[config.mk]
export PLATFORM = sky130hd
export DESIGN_NAME = spi_slave_bytes_flat
export DESIGN_NICKNAME = d
export VERILOG_FILES = /design/src/rtl/spi_slave_bytes_if.sv /design/src/rtl/spi_slave_bytes.sv /design/src/flat_wrapper.sv
export SDC_FILE = /design/constraint.sdc
export NUM_CORES = 1
export LEC_CHECK = 0
export ABC_AREA = 1
export ABC_CLOCK_PERIOD_IN_PS = 4900
export CAP_MARGIN = 20
export CORE_ASPECT_RATIO = 0.5
export CORE_MARGIN = 2
export CORE_UTILIZATION = 26
export CTS_CLUSTER_SIZE = 28
export DETAILED_ROUTE_END_ITERATION = 8
export DONT_BUFFER_PORTS = 1
export HOLD_SLACK_MARGIN = 0.02
export PLACE_DENSITY = 0.37
export SLEW_MARGIN = 20
export SYNTH_ARGS = -nofsm -noshare
export SYNTH_HDL_FRONTEND = slang
export SYNTH_SLANG_ARGS = --single-unit
[constraint.sdc]
create_clock -name clk -period 4.9 [get_ports clk]
set_clock_uncertainty 0.05 [all_clocks]
set_input_delay 1.225 -clock clk [delete_from_list [all_inputs] [get_ports clk]]
set_output_delay 1.225 -clock clk [all_outputs]
set_load 0.02 [all_outputs]
[src/rtl/spi_slave_bytes_if.sv]
// spi_slave_bytes_if: host-side and SPI pin bundle for the byte-oriented SPI responder.
interface spi_slave_bytes_if;
    logic [1:0]  mode;
    logic [31:0] txdata;
    logic [7:0]  rx_byte;
    logic        rx_byte_valid;
    logic [2:0]  rx_byte_idx;
    logic [31:0] readdata;
    logic [2:0]  byte_cnt;
    logic        frame_done;
    logic        frame_err;
    logic        busy;
    logic        cs;
    logic        sck;
    logic        mosi;
    logic        miso;
    logic        miso_oe;

    modport slave (
        input  mode, txdata, cs, sck, mosi,
        output rx_byte, rx_byte_valid, rx_byte_idx, readdata, byte_cnt,
               frame_done, frame_err, busy, miso, miso_oe
    );

    modport master (
        output mode, txdata, cs, sck, mosi,
        input  rx_byte, rx_byte_valid, rx_byte_idx, readdata, byte_cnt,
               frame_done, frame_err, busy, miso, miso_oe
    );
endinterface

[src/rtl/spi_slave_bytes.sv]
// spi_slave_bytes: oversampled SPI responder for up to 4-byte frames, LSB byte first, MSB bit first.
module spi_slave_bytes #(
    parameter int   SYNC_STAGES = 2,
    parameter logic MISO_IDLE   = 1'b0
) (
    input logic             clk,
    input logic             rst,
    spi_slave_bytes_if.slave bus
);
    typedef enum logic [1:0] {IDLE, SHIFT, DONE} state_t;

    state_t                 r_state, w_state_n;
    logic [SYNC_STAGES-1:0] r_cs_s, r_sck_s, r_mosi_s;
    logic                   r_cs_d, r_sck_d;
    logic                   w_cs, w_sck, w_mosi;
    logic                   w_cs_fall, w_cs_rise, w_rise, w_fall, w_lead, w_trail;
    logic                   w_start, w_smp, w_shf, w_fin;
    logic [1:0]             r_mode;
    logic [31:0]            r_tx, r_shadow, r_readdata;
    logic [7:0]             r_shift, r_rx_byte;
    logic [2:0]             r_bit_cnt, r_cnt, r_rx_idx, r_byte_cnt;
    logic [5:0]             r_tx_idx;
    logic                   r_pend, r_rx_valid, r_frame_done, r_frame_err, r_miso, r_miso_oe;

    assign w_cs      = r_cs_s[SYNC_STAGES-1];
    assign w_sck     = r_sck_s[SYNC_STAGES-1];
    assign w_mosi    = r_mosi_s[SYNC_STAGES-1];
    assign w_cs_fall = ~w_cs & r_cs_d;
    assign w_cs_rise = w_cs & ~r_cs_d;
    assign w_rise    = w_sck & ~r_sck_d;
    assign w_fall    = ~w_sck & r_sck_d;
    assign w_lead    = r_mode[1] ? w_fall : w_rise;
    assign w_trail   = r_mode[1] ? w_rise : w_fall;

    // Synchronisers reset to 0 so a CS already low after reset never looks like a fall.
    always_ff @(posedge clk or posedge rst) begin
        if (rst) begin
            r_cs_s   <= '0;
            r_sck_s  <= '0;
            r_mosi_s <= '0;
            r_cs_d   <= 1'b0;
            r_sck_d  <= 1'b0;
        end else begin
            r_cs_s   <= {r_cs_s[SYNC_STAGES-2:0], bus.cs};
            r_sck_s  <= {r_sck_s[SYNC_STAGES-2:0], bus.sck};
            r_mosi_s <= {r_mosi_s[SYNC_STAGES-2:0], bus.mosi};
            r_cs_d   <= w_cs;
            r_sck_d  <= w_sck;
        end
    end

    always_ff @(posedge clk or posedge rst) begin
        if (rst) r_state <= IDLE;
        else     r_state <= w_state_n;
    end

    // CS rise masks any SCK edge seen in the same clk.
    always_comb begin
        w_state_n = r_state;
        w_start   = 1'b0;
        w_smp     = 1'b0;
        w_shf     = 1'b0;
        w_fin     = 1'b0;
        case (r_state)
            IDLE: begin
                w_start   = w_cs_fall;
                w_state_n = w_cs_fall ? SHIFT : IDLE;
            end
            SHIFT: begin
                w_smp     = ~w_cs_rise & (r_mode[0] ? w_trail : w_lead);
                w_shf     = ~w_cs_rise & (r_mode[0] ? w_lead : w_trail);
                w_state_n = w_cs_rise ? DONE : SHIFT;
            end
            DONE: begin
                w_fin     = 1'b1;
                w_state_n = IDLE;
            end
            default: w_state_n = IDLE;
        endcase
    end

    always_ff @(posedge clk or posedge rst) begin
        if (rst) begin
            r_mode       <= '0;
            r_tx         <= '0;
            r_shift      <= '0;
            r_bit_cnt    <= '0;
            r_pend       <= 1'b0;
            r_shadow     <= '0;
            r_cnt        <= '0;
            r_tx_idx     <= '0;
            r_miso       <= MISO_IDLE;
            r_miso_oe    <= 1'b0;
            r_rx_byte    <= '0;
            r_rx_valid   <= 1'b0;
            r_rx_idx     <= '0;
            r_readdata   <= '0;
            r_byte_cnt   <= '0;
            r_frame_done <= 1'b0;
            r_frame_err  <= 1'b0;
        end else begin
            r_rx_valid   <= r_pend;
            r_frame_done <= w_fin;
            r_pend       <= w_smp && r_bit_cnt == 3'd7;
            if (w_start) begin
                r_mode    <= bus.mode;
                r_tx      <= bus.txdata;
                r_shift   <= '0;
                r_bit_cnt <= '0;
                r_cnt     <= '0;
                r_shadow  <= '0;
                r_miso_oe <= 1'b1;
                r_miso    <= bus.mode[0] ? MISO_IDLE : bus.txdata[7];
                r_tx_idx  <= bus.mode[0] ? 6'd0 : 6'd1;
            end
            if (w_smp) begin
                r_shift   <= {r_shift[6:0], w_mosi};
                r_bit_cnt <= r_bit_cnt + 3'd1;
            end
            // Bit i of the response lives at txdata[8*(i/8) + 7 - i%8].
            if (w_shf) begin
                r_miso   <= r_tx_idx[5] ? MISO_IDLE : r_tx[{r_tx_idx[4:3], ~r_tx_idx[2:0]}];
                r_tx_idx <= r_tx_idx[5] ? r_tx_idx : r_tx_idx + 6'd1;
            end
            if (r_pend) begin
                r_rx_byte <= r_shift;
                r_rx_idx  <= r_cnt;
                r_cnt     <= r_cnt == 3'd7 ? r_cnt : r_cnt + 3'd1;
                if (!r_cnt[2]) r_shadow[{r_cnt[1:0], 3'b000} +: 8] <= r_shift;
            end
            if (w_fin) begin
                r_readdata  <= r_shadow;
                r_byte_cnt  <= r_cnt;
                r_frame_err <= (r_bit_cnt != 3'd0) || (r_cnt > 3'd4);
                r_miso_oe   <= 1'b0;
                r_miso      <= MISO_IDLE;
            end
        end
    end

    assign bus.rx_byte       = r_rx_byte;
    assign bus.rx_byte_valid = r_rx_valid;
    assign bus.rx_byte_idx   = r_rx_idx;
    assign bus.readdata      = r_readdata;
    assign bus.byte_cnt      = r_byte_cnt;
    assign bus.frame_done    = r_frame_done;
    assign bus.frame_err     = r_frame_err;
    assign bus.busy          = r_state == SHIFT;
    assign bus.miso          = r_miso;
    assign bus.miso_oe       = r_miso_oe;
endmodule

[src/flat_wrapper.sv]
// flat-port wrapper written by rule: the top's interface ports become plain ports
module spi_slave_bytes_flat 
#(
    parameter int   SYNC_STAGES = 2,
    parameter logic MISO_IDLE   = 1'b0
)
  (clk, rst, bus_mode, bus_txdata, bus_cs, bus_sck, bus_mosi, bus_rx_byte, bus_rx_byte_valid, bus_rx_byte_idx, bus_readdata, bus_byte_cnt, bus_frame_done, bus_frame_err, bus_busy, bus_miso, bus_miso_oe);
  spi_slave_bytes_if bus_i ();
  input logic clk;
  input logic rst;
  input wire logic [$bits(bus_i.mode)-1:0] bus_mode;
  input wire logic [$bits(bus_i.txdata)-1:0] bus_txdata;
  input wire logic [$bits(bus_i.cs)-1:0] bus_cs;
  input wire logic [$bits(bus_i.sck)-1:0] bus_sck;
  input wire logic [$bits(bus_i.mosi)-1:0] bus_mosi;
  output wire logic [$bits(bus_i.rx_byte)-1:0] bus_rx_byte;
  output wire logic [$bits(bus_i.rx_byte_valid)-1:0] bus_rx_byte_valid;
  output wire logic [$bits(bus_i.rx_byte_idx)-1:0] bus_rx_byte_idx;
  output wire logic [$bits(bus_i.readdata)-1:0] bus_readdata;
  output wire logic [$bits(bus_i.byte_cnt)-1:0] bus_byte_cnt;
  output wire logic [$bits(bus_i.frame_done)-1:0] bus_frame_done;
  output wire logic [$bits(bus_i.frame_err)-1:0] bus_frame_err;
  output wire logic [$bits(bus_i.busy)-1:0] bus_busy;
  output wire logic [$bits(bus_i.miso)-1:0] bus_miso;
  output wire logic [$bits(bus_i.miso_oe)-1:0] bus_miso_oe;
  assign bus_i.mode = bus_mode;
  assign bus_i.txdata = bus_txdata;
  assign bus_i.cs = bus_cs;
  assign bus_i.sck = bus_sck;
  assign bus_i.mosi = bus_mosi;
  assign bus_rx_byte = bus_i.rx_byte;
  assign bus_rx_byte_valid = bus_i.rx_byte_valid;
  assign bus_rx_byte_idx = bus_i.rx_byte_idx;
  assign bus_readdata = bus_i.readdata;
  assign bus_byte_cnt = bus_i.byte_cnt;
  assign bus_frame_done = bus_i.frame_done;
  assign bus_frame_err = bus_i.frame_err;
  assign bus_busy = bus_i.busy;
  assign bus_miso = bus_i.miso;
  assign bus_miso_oe = bus_i.miso_oe;
  spi_slave_bytes #(.SYNC_STAGES(SYNC_STAGES), .MISO_IDLE(MISO_IDLE)) u_core (.clk(clk), .rst(rst), .bus(bus_i));
endmodule
==> results.md, run 1 <==
* Status: finished clean
* First drt pass iteration count at 5
* Power per Cell Area at approximately 480 mW/mm²
* Most common cell after layout, fill and taps aside: nand2_1
* Fin crit period at 2.40 ns
* Cell Area, Synth at 0.00597 mm²
* Placed cell count at 928
* R2R depth at 5
* Tcrit/Tclk final at 49.0%
* Pins Over Slew Limit at 0
* Post-CTS Setup Bufs at 0
* Layout cells sized above 1 at 6.74%
* # port buffers at 0
* Total wire length at 15300 µm
* ANT cells at 0
* Worst Hold Path EP: u_core.r_cs_s[1]
* Max Clock Freq at 0.417 GHz
* Synth cell types at 24
* Cts repair resizes at 0
* Sinks on Clock Net at 148
* Worst-Skew Late Latency at 0.43 ns
* Critical path, cell by cell: inv_1, nand2_1, inv_1
* Yosys warns at 0
* First DRT Iteration DRCs at 234
* First-pass GRT wire length at 24700 µm
* Vias in the first global route at between 4000 and 5000
* Die height at 111 µm
* Setup TNS at 0 ns
* Worst vdd ir at roughly 0.19 mV
* Fillers at 2415
* CTS tree: done
* CP max stage cell: dfrtp_1
* Post-synth top area share at 62.0%
* Number of synthesized register bits at about 150
* Worst Hold Class: flip-flop to flip-flop
* WHS Path Cells at 0
* Setup WS pre-CTS at approximately 2.6 ns
* WS Path Type: flip-flop to output pin
* Most frequent cells in the layout: nand2_1, dfrtp_1, inv_1, o21ai_0, o22ai_1
* Highest cell delay on the worst timing path at 0.36 ns
* Gr ovfl total at 0
* Min-Delay Startpoint: u_core.r_cs_s[0]
* Root Driver: clkbuf_16
* Reg2reg setup slack at 2.51 ns
* Final net count at 690
* Clock transition at path regs at 0.06 ns
* Top cells by area, synth: dfrtp_1, nand2_1, o21ai_0, inv_1, o22ai_1
* Critical path required time at 3.62 ns
* Worst Max-Slew Pin Slew at 0.745 ns
* CP bufs+invs at 2
* Worst path most repeated cell: inv_1
* Via Count at 4127
* PnR worst setup slack at approximately 2.5 ns
* Final Hold Fails at 0
* Critical path launch point type: flip-flop
* DRC at 0
* Max-cap violations at 0
* Critical Path Sink Type: output pin
* Top delay family on crit path: flip-flops
* Reg-to-reg startpoint: u_core.r_cnt[0]
* Slew HR at 50.3%
* RePlAce Congestion at 0.739
* Synth Net Count at 689
* DIE AREA at 0.0243 mm²
* Pin count of the biggest net entering global routing at 72
* GRT Total Usage at 13.5%
* GR Layer Usage met1 at a little under a fifth
* LEAKAGE at approximately 3.2 nW
* CP max FO at 3
* Per-cell routed wire length at 15.9 µm
* Layout area overhead at 15.5%
* Mapped Cells at about 640
* Hold buffers post-CTS at 0
* Data arrival, critical path at 1.12 ns
* Max H-tree Level at 4
* Core area at 0.0227 mm²
* # rows at 39
* Seq/Total Area, Yosys at about 62%
* Die Span X at about 220 µm
* I/O pin cnt at 91
* Clock buffer depth at 2
* R2r endpoint: u_core.r_shadow[7]
* Detail Route Antenna Nets at 0
* Area of the multi-input gates at 0.00186 mm²
* Final cell count without fillers at 960
* Starting Density at 26.3%
* Initial antenna violation count at 0
* Post-DR vias/cell at 4.30
* Global routing met2 resource utilization at 20.2%
* RSZ-0062 raised after global routing: no
* GR met3 Demand/Resource at 3.84%
* HPWL after DPL at 10100 µm
* Grt peak-use layer: met2
* Register area at between 0.003 and 0.004 mm²
* Synth area leader: dfrtp_1
* CTS Buf Count at 17
* Endpoints failing setup at 0
* Synth Area per Inst at 9.34 µm²
## final cells by class
class / instances / share of cell area [%]
repair buffers: 5 / 0.544
clock buffers: 21 / 6.82
multi-input cells: 385 / 27.0
flip-flops and latches: 148 / 53.7
clock inverters: 11 / 1.80
well taps: 307 / 5.57
inverters: 83 / 4.57
## synthesized netlist by cell type, drive strengths merged
library cell	n
clkbuf	15
a21oi	6
or4	1
o22ai	39
ha	11
nand2	177
inv	81
nand3	33
dfrtp	148
nor2	31
o21ai	71
clkinv	2
xnor2	1
buf	8
a41oi	1
nand3b	1
xor2	2
o32ai	8
nand4	1
or2	2
## metal layers
| metal | share of wire [%] | vias up |
|---|---|---|
| met5 | 0 | - |
| met4 | 1.7 | 0 |
| met3 | 4.1 | 19 |
| met2 | 45 | 63 |
| met1 | 50 | 1965 |
| li1 | - | 2080 |
## power breakdown
group	switching [W]	internal [W]	leakage, nW
clock	0.000534	0.000791	0.286
sequential	0.000128	0.00137	1.98
combinational	0.000312	0.000148	0.912
total	0.000974	0.00231	3.18
## registers in the layout (all words and copies together) (netlist names), 2 cells and up
name                    flops
u_core.r_shadow            32
u_core.r_cs_s               2
u_core.r_tx_idx             6
u_core.bus.byte_cnt         3
u_core.r_bit_cnt            3
u_core.bus.rx_byte_idx      3
u_core.r_mode               2
u_core.bus.readdata        32
u_core.r_cnt                3
u_core.r_mosi_s             2
u_core.r_state              2
u_core.r_sck_s              2
u_core.r_shift              8
u_core.bus.rx_byte          8
u_core.r_tx                32
## through the flow
step / util (%) / hold slack (ns) / power, W / instance area (µm²)
5_1_grt: 30.4 / 0.316 / 0.00348 / 6900
2_1_floorplan: - / 0.281 / 0.00185 / 5970
6_report: 30.4 / 0.299 / 0.00328 / 6900
4_1_cts: 30.4 / 0.301 / 0.00335 / 6900
3_5_place_dp: 27.8 / 0.287 / 0.00199 / 6300
3_3_place_gp: 27.8 / 0.285 / 0.00199 / 6300
## how the worst max path moves through the flow
stage / cells after the start / end / slack (ns) / startpoint
5_1_grt: 5 / u_core.r_shadow[6] / 2.42 / u_core.r_cnt[0]
3_5_place_dp: 5 / u_core.r_shadow[7] / 2.56 / u_core.r_cnt[0]
6_report: 3 / bus_busy / 2.50 / u_core.r_state[1]
2_1_floorplan: 1 / u_core.bus.byte_cnt[0] / 1.76 / rst
3_3_place_gp: 5 / u_core.r_shadow[4] / 2.66 / u_core.r_cnt[0]
4_1_cts: 3 / bus_busy / 2.46 / u_core.r_state[1]
## cells by family after synthesis
family / after synthesis / synth area share [%]
DFF: 148 / 62.0
AOI/OAI and AO/OA: 125 / 11.9
and+or+nand+nor: 246 / 16.6
adders and majority gates: 11 / 2.31
buffers and inverters: 106 / 6.79
xor gates and xnor gates: 3 / 0.440
Power figures use the tool's default switching activity.
==> run 2, diff against run 1 <==
--- a/config.mk
+++ b/config.mk
@@ -5,8 +5,8 @@
 export SDC_FILE = /design/constraint.sdc
 export NUM_CORES = 1
 export LEC_CHECK = 0
-export ABC_AREA = 1
-export ABC_CLOCK_PERIOD_IN_PS = 4900
+export ABC_AREA = 0
+export ABC_CLOCK_PERIOD_IN_PS = 2200
 export CAP_MARGIN = 20
 export CORE_ASPECT_RATIO = 0.5
 export CORE_MARGIN = 2
==> constraint.sdc (replaced) <==
create_clock -name clk -period 2.2 [get_ports clk]
set_clock_uncertainty 0.05 [all_clocks]
set_input_delay 0.55 -clock clk [delete_from_list [all_inputs] [get_ports clk]]
set_output_delay 0.55 -clock clk [all_outputs]
set_load 0.02 [all_outputs]
==> run 2 against run 1 <==
Net effect: global-route usage decreased by 0.54 points; critical path depth increased by 2; cell area is 4.1% higher; wire length shrank 4.6%; die area is 1.5% higher; clock-buffer cell count up 1; sequential share of layout area fell by 2.1 points; synthesized cell count is 21% lower; final cell count decreased by 13%; first-iteration DRC count shrank 40%; hold slack worse by 0.20 ns.
==> results.md, run 2 <==
* Status: finished clean
* Initial antenna violation count at 0 (unchanged)
* Post-route cell area at 0.00718 mm² (+4.1%)
* Reg-to-reg startpoint: u_core.r_cnt[1]
* WHS Path Cells at 0 (unchanged)
* Post-synth top cells: dfrtp_1, nand2_1, mux2_2, a22o_1, nand3_1
* Most common cell after layout, fill and taps aside: dfrtp_1
* DIE AREA at 0.0246 mm² (+1.5%)
* Setup WS pre-CTS at 0.183 ns (-2.38 ns)
* Slew HR at 52.9% (+2.5 points)
* Total wire length at 14600 µm (-4.6%)
* Worst-Skew Late Latency at 0.43 ns (about the same)
* RePlAce Congestion at 0.721 (-2.4%)
* Per-cell routed wire length at 17.3 µm (+9.0%)
* First DRT Iteration DRCs at 140 (-40%)
* GR Layer Usage met1 at 17.1% (-1.3 points)
* Number of synthesized register bits at 148 (unchanged)
* Layout area overhead at 18.4%
* RSZ-0062 raised after global routing: no
* Starting Density at 26.6% (+0.24 points)
* Layout cells sized above 1 at 21.4% (+15 points)
* GRT Total Usage at 12.9% (-0.54 points)
* Top-count cell post-synth: dfrtp_1
* Post-synth top area share at 61.1% (-0.95 points)
* Most frequent cells in the layout: dfrtp_1, nand2_1, mux2_2, a22o_1, nand3_1
* Max-cap violations at 0 (unchanged)
* Global routing met2 resource utilization at 19.4% (-0.82 points)
* # rows at 39 (unchanged)
* # port buffers at 0 (unchanged)
* Top_reg_cell synth: dfrtp_1
* Vias in the first global route at 3983 (-5.8%)
* Sinks on Clock Net at 148 (unchanged)
* Detail Route Antenna Nets at 0 (unchanged)
* Die Span X at 220 µm (+0.76%)
* Die height at 112 µm (+0.75%)
* Post-DR vias/cell at 4.43 (+3.0%)
* Hold_ws at 0.0978 ns (-0.201 ns)
* Min-Delay Startpoint: bus_cs
* Register area at 0.00370 mm² (unchanged)
* I/O pin cnt at 91 (unchanged)
* Mapped Cells at 503 (-21%)
* Fillers at 2320 (-3.9%)
* Worst Max-Slew Pin Slew at 0.707 ns (-0.0382 ns)
* Tcrit/Tclk final at 91.7%
* R2r endpoint: u_core.r_shadow[20]
* HPWL after DPL at 9810 µm (-2.8%)
* Clock transition at path regs at 0.06 ns (about the same)
* Endpoints failing setup at 0 (unchanged)
* Synth area leader: dfrtp_1
* Worst vdd ir at 0.411 mV (+110%)
* Core area at 0.0228 mm² (+0.65%)
* First-pass GRT wire length at 23700 µm (-3.9%)
* Power per Cell Area at 1030 mW/mm² (+120%)
* Post-CTS Setup Bufs at 0 (unchanged)
* Pins Over Slew Limit at 0 (unchanged)
* Final net count at 570 (-17%)
* R2R depth at 5 (unchanged)
* Critical path launch point type: flip-flop
* Pin count of the biggest net entering global routing at 59 (-18%)
* Gr ovfl total at 0 (unchanged)
* Max Clock Freq at 0.496 GHz
* Asr flop ratio synth at 100% (unchanged)
* Synth Net Count at 553 (-20%)
* PnR worst setup slack at 0.183 ns (-2.32 ns)
* Area of the multi-input gates at 0.00223 mm² (+20%)
* Clock buffer depth at 2 (unchanged)
* LEAKAGE at 3.50 nW (+10%)
* Fin crit period at 2.02 ns
* WS Path Type: flip-flop to flip-flop
* Via Count at 3718 (-9.9%)
* GR met3 Demand/Resource at 4.07% (+0.23 points)
* CP max FO at 8 (+5)
* Final Hold Fails at 0 (unchanged)
* Worst Hold Path EP: u_core.r_cs_s[0]
* Yosys warns at 0 (unchanged)
* Synth cell types at 40 (+67%)
* Top cells by area, synth: dfrtp_1, mux2_2, nand2_1, a22o_1, ha_1
* DRC at 0 (unchanged)
* Max H-tree Level at 4 (unchanged)
* First drt pass iteration count at 4 (-1)
* Worst Hold Class: input port to flip-flop
* Synth Area per Inst at 12.1 µm² (+29%)
* Highest cell delay on the worst timing path at 0.54 ns (+0.18 ns)
* Critical path, cell by cell: inv_1, ha_1, nand3b_1, nor4b_4, a22o_1
* Cell Area, Synth at 0.00606 mm² (+1.6%)
* Data arrival, critical path at 2.34 ns (+1.22 ns)
* Grt peak-use layer: met2
* Critical path required time at 2.52 ns (-1.10 ns)
* Cts repair resizes at 0 (unchanged)
* CP max stage cell: nor4b_4
* Reg2reg setup slack at 0.18 ns (-2.33 ns)
* Root Driver: clkbuf_16
* EDFF count, synth at 0 (unchanged)
* DP Area at 0.00654 mm² (+3.8%)
* Seq/Total Area, Yosys at 61.1% (-0.95 points)
* CTS tree: done
* ANT cells at 0 (unchanged)
* Critical Path Sink Type: flip-flop
* CTS Buf Count at 17 (unchanged)
## run 2: changes by cell type after synthesis, sizes merged, moves of 6 or more
cell / delta
o21ai: -62
nor2: -28
a22o: +33
inv: -69
mux2i: +10
o22ai: -39
nand2b: +6
nand3: -10
mux2: +47
nand2: -46
o32ai: -8
## run 2: how the worst max path moves through the flow
stage	to	slack (ns)	startpoint	cells after the start
global placement	u_core.r_shadow[20]	0.24	u_core.r_cnt[1]	5
floorplan	u_core.bus.byte_cnt[0]	-0.26	rst	1
global route	u_core.r_shadow[23]	0.05	u_core.r_cnt[1]	5
CTS	u_core.r_shadow[20]	0.17	u_core.r_cnt[1]	5
finish	u_core.r_shadow[20]	0.18	u_core.r_cnt[1]	5
detailed placement	u_core.r_shadow[20]	0.18	u_core.r_cnt[1]	5
## run 2: worst max-delay path: cells and delay by family, from the launching register on
family,cells,cell delay [ns]
compound gates,1,0.21
flops,1,0.43
buf+inv,1,0.14
simple gates,2,0.72
fa+ha+maj,1,0.42
## run 2: report_power, final
part	switching [W]	internal [W]	leakage, nW
Sequential	0.000311	0.00302	1.98
Clock	0.00117	0.00191	0.299
Combinational	0.000532	0.000432	1.22
Total	0.00202	0.00537	3.50
## run 2: cells by family (layout without fill, tap and decap cells)
logic type / count (synthesis) / count (layout) / share of synthesized area [%]
muxes: 61 / 61 / 11.9
xor gates and xnor gates: 2 / 2 / 0.289
AOI/OAI and AO/OA: 62 / 62 / 8.01
DFF: 148 / 148 / 61.1
buffers and inverters: 35 / 65 / 2.33
adders and majority gates: 11 / 11 / 2.27
and+or+nand+nor: 184 / 184 / 14.2
## run 2: final cells by class
| cell class | instances | share of cell area [%] |
|---|---|---|
| multi-input cells | 320 | 31.1 |
| clock buffers | 22 | 6.74 |
| inverters | 12 | 0.680 |
| well taps | 307 | 5.35 |
| flip-flops and latches | 148 | 51.6 |
| clock inverters | 10 | 2.00 |
| repair buffers | 21 | 2.58 |
## run 2: routing by layer
| layer | vias to the layer above | wire (µm) |
|---|---|---|
| met5 | - | 0 |
| met4 | 0 | 261 |
| met3 | 18 | 675 |
| met2 | 58 | 6610 |
| met1 | 1854 | 7020 |
| li1 | 1788 | - |
## run 2: per-stage QoR
step,util [%],setup TNS (ns),std cells,power [W]
2_1_floorplan,-,-38.63,503,0.00404
3_3_place_gp,28.6,0,807,0.00437
3_5_place_dp,28.6,0,807,0.00438
4_1_cts,31.4,0,840,0.00754
5_1_grt,31.4,0,840,0.00782
6_report,31.4,0,840,0.00738
## run 2: timing repair
| item | in CTS | in global routing |
|---|---|---|
| hold buffers | 1 | 0 |
| endpoints found under the hold margin | 9 | 0 |
| setup endpoints to repair | 0 | 0 |
==> run 3, diff against run 2 <==
--- a/config.mk
+++ b/config.mk
@@ -5,8 +5,8 @@
 export SDC_FILE = /design/constraint.sdc
 export NUM_CORES = 1
 export LEC_CHECK = 0
-export ABC_AREA = 0
-export ABC_CLOCK_PERIOD_IN_PS = 2200
+export ABC_AREA = 1
+export ABC_CLOCK_PERIOD_IN_PS = 2140
 export CAP_MARGIN = 20
 export CORE_ASPECT_RATIO = 0.5
 export CORE_MARGIN = 2
@@ -15,7 +15,7 @@
 export DETAILED_ROUTE_END_ITERATION = 8
 export DONT_BUFFER_PORTS = 1
 export HOLD_SLACK_MARGIN = 0.02
-export PLACE_DENSITY = 0.37
+export PLACE_DENSITY = 0.35
 export SLEW_MARGIN = 20
 export SYNTH_ARGS = -nofsm -noshare
 export SYNTH_HDL_FRONTEND = slang
==> constraint.sdc (replaced) <==
create_clock -name clk -period 2.14 [get_ports clk]
set_clock_uncertainty 0.05 [all_clocks]
set_input_delay 0.535 -clock clk [delete_from_list [all_inputs] [get_ports clk]]
set_output_delay 0.535 -clock clk [all_outputs]
set_load 0.02 [all_outputs]
==> run 3 against run 2 <==
Net effect: wire length is 7.2% higher; final cell count is 15% higher; maximum frequency is 4.2% higher; critical path depth is 1 higher; clock-buffer cell count is 1 higher; non-clock buffer count is 7 lower; clock power is 3% lower; cell area is 2.3% lower.
==> results.md, run 3 (synthesis gave the netlist of run 1 again) <==
* Status: finished clean
* Clock buffer depth at 2 (unchanged)
* Cts repair resizes at 0 (unchanged)
* Worst Max-Slew Pin Slew at 0.473 ns (-0.234 ns)
* Detail Route Antenna Nets at 0 (unchanged)
* WS Path Type: flip-flop to flip-flop
* HPWL after DPL at 10300 µm (+5.5%)
* Reg-to-reg startpoint: u_core.r_cnt[1]
* Fin crit period at 1.94 ns (-0.0811 ns)
* Slew HR at 68.4% (+16 points)
* First-pass GRT wire length at 25500 µm (+7.6%)
* Starting Density at 26.3% (-0.24 points)
* CP max FO at 8 (unchanged)
* DIE AREA at 0.0243 mm² (-1.5%)
* Hold_ws at 0.0309 ns (-0.0669 ns)
* Core area at 0.0227 mm² (-0.64%)
* Critical path launch point type: flip-flop
* Max H-tree Level at 4 (unchanged)
* First drt pass iteration count at 5 (+1)
* Power per Cell Area at 1080 mW/mm² (+5.0%)
* Worst-Skew Late Latency at 0.43 ns (about the same)
* Critical path required time at 2.42 ns (-0.10 ns)
* R2r endpoint: u_core.r_shadow[19]
* I/O pin cnt at 91 (unchanged)
* Initial antenna violation count at 0 (unchanged)
* Post-CTS Setup Bufs at 0 (unchanged)
* Clock transition at path regs at 0.06 ns (about the same)
* Gr ovfl total at 0 (unchanged)
* Pin count of the biggest net entering global routing at 75 (+27%)
* Die Span X at 218 µm (-0.75%)
* Fillers at 2396 (+3.3%)
* Critical Path Sink Type: flip-flop
* Reg2reg setup slack at 0.20 ns (+0.02 ns)
* Critical path, cell by cell: inv_1, ha_1, inv_1, nor2_1, nand4_1, o32ai_1
* Vias in the first global route at 4364 (+9.6%)
* Hold buffers post-CTS at 0 (-1)
* Most frequent cells in the layout: nand2_1, dfrtp_1, inv_1, o21ai_0, o22ai_1
* CTS tree: done
* Pwr Total at 0.00757 W (+2.6%)
* Highest cell delay on the worst timing path at 0.39 ns (-0.15 ns)
* Total wire length at 15600 µm (+7.2%)
* RSZ-0062 raised after global routing: no
* # port buffers at 0 (unchanged)
* Root Driver: clkbuf_16
* RePlAce Congestion at 0.751 (+4.1%)
* GRT Total Usage at 14.1% (+1.2 points)
* Die height at 111 µm (-0.74%)
* Setup TNS at 0 ns (unchanged)
* CP max stage cell: dfrtp_1
* Post-DR vias/cell at 4.36 (-1.5%)
* LEAKAGE at 3.24 nW (-7.5%)
* Most common cell after layout, fill and taps aside: nand2_1
* CTS Buf Count at 17 (unchanged)
* Setup WS pre-CTS at 0.216 ns (+0.0333 ns)
* PnR worst setup slack at 0.204 ns (+0.0211 ns)
* Top delay family on crit path: simple AND/OR/NAND/NOR gates
* ANT cells at 0 (unchanged)
* Final Hold Fails at 0 (unchanged)
* First DRT Iteration DRCs at 178 (+27%)
* Area of the multi-input gates at 0.00186 mm² (-17%)
* Worst vdd ir at 0.433 mV (+5.2%)
* Per-cell routed wire length at 16.2 µm (-6.9%)
* Tcrit/Tclk final at 90.5% (-1.2 points)
* Register area at 0.00370 mm² (unchanged)
* Worst path most repeated cell: inv_1
* Layout area overhead at 17.5%
* Pins Over Slew Limit at 0 (unchanged)
* # rows at 39 (unchanged)
* Max Clock Freq at 0.517 GHz (+4.2%)
* DRC at 0 (unchanged)
* Worst Hold Class: input port to asynchronous set/reset pin
* R2R depth at 6 (+1)
* Via Count at 4215 (+13%)
* Sinks on Clock Net at 148 (unchanged)
* Layout cells sized above 1 at 7.73% (-14 points)
* Endpoints failing setup at 0 (unchanged)
* Data arrival, critical path at 2.21 ns (-0.13 ns)
* Max-cap violations at 0 (unchanged)
* CP bufs+invs at 2 (+1)
* Final net count at 699 (+23%)
==> run 3: through the flow <==
step           instances  area (µm²)  util [%]
5_1_grt              967        7020      30.9
2_1_floorplan        639        5970         -
3_5_place_dp         937        6430      28.3
6_report             967        7020      30.9
4_1_cts              967        7020      30.9
3_3_place_gp         937        6430      28.3
==> run 3: how the worst max path moves through the flow <==
stage	to	slack, ns	startpoint	depth (start not counted)
floorplan	u_core.bus.byte_cnt[0]	-0.31	rst	1
global placement	u_core.r_shadow[1]	0.25	u_core.r_pend	5
detailed placement	u_core.r_shadow[6]	0.22	u_core.r_pend	5
CTS	u_core.r_shadow[6]	0.21	u_core.r_pend	5
global route	u_core.r_shadow[6]	0.06	u_core.r_pend	5
finish	u_core.r_shadow[19]	0.20	u_core.r_cnt[1]	6
==> run 3: where the power goes <==
part	total, W	leakage [nW]	internal, W	switching, W
logic	0.00119	0.979	0.000401	0.000786
registers	0.00338	1.98	0.00313	0.000243
clock network	0.00301	0.282	0.00183	0.00118
==> run 3: worst register-to-register path: cells and delay by family (launching register included) <==
| kind | cells | cell delay [ns] |
|---|---|---|
| compound gates | 1 | 0.35 |
| fa+ha+maj | 1 | 0.33 |
| buf+inv | 2 | 0.20 |
| flops | 1 | 0.39 |
| simple gates | 2 | 0.51 |
==> run 3: final cells by class <==
| cell class | count | share of cell area, % |
|---|---|---|
| clock buffers | 23 | 6.95 |
| inverters | 83 | 4.49 |
| well taps | 307 | 5.47 |
| clock inverters | 7 | 1.39 |
| repair buffers | 14 | 2.39 |
| flip-flops and latches | 148 | 52.8 |
| multi-input cells | 385 | 26.5 |
==> run 3: layer usage <==
layer	vias to the layer above	track usage, %	part of all wire [%]
met4	0	5.17	1.5
met3	17	4.47	4.3
met2	57	21.3	45
met1	2052	18.9	49
li1	2089	-	-
met5	-	0	0
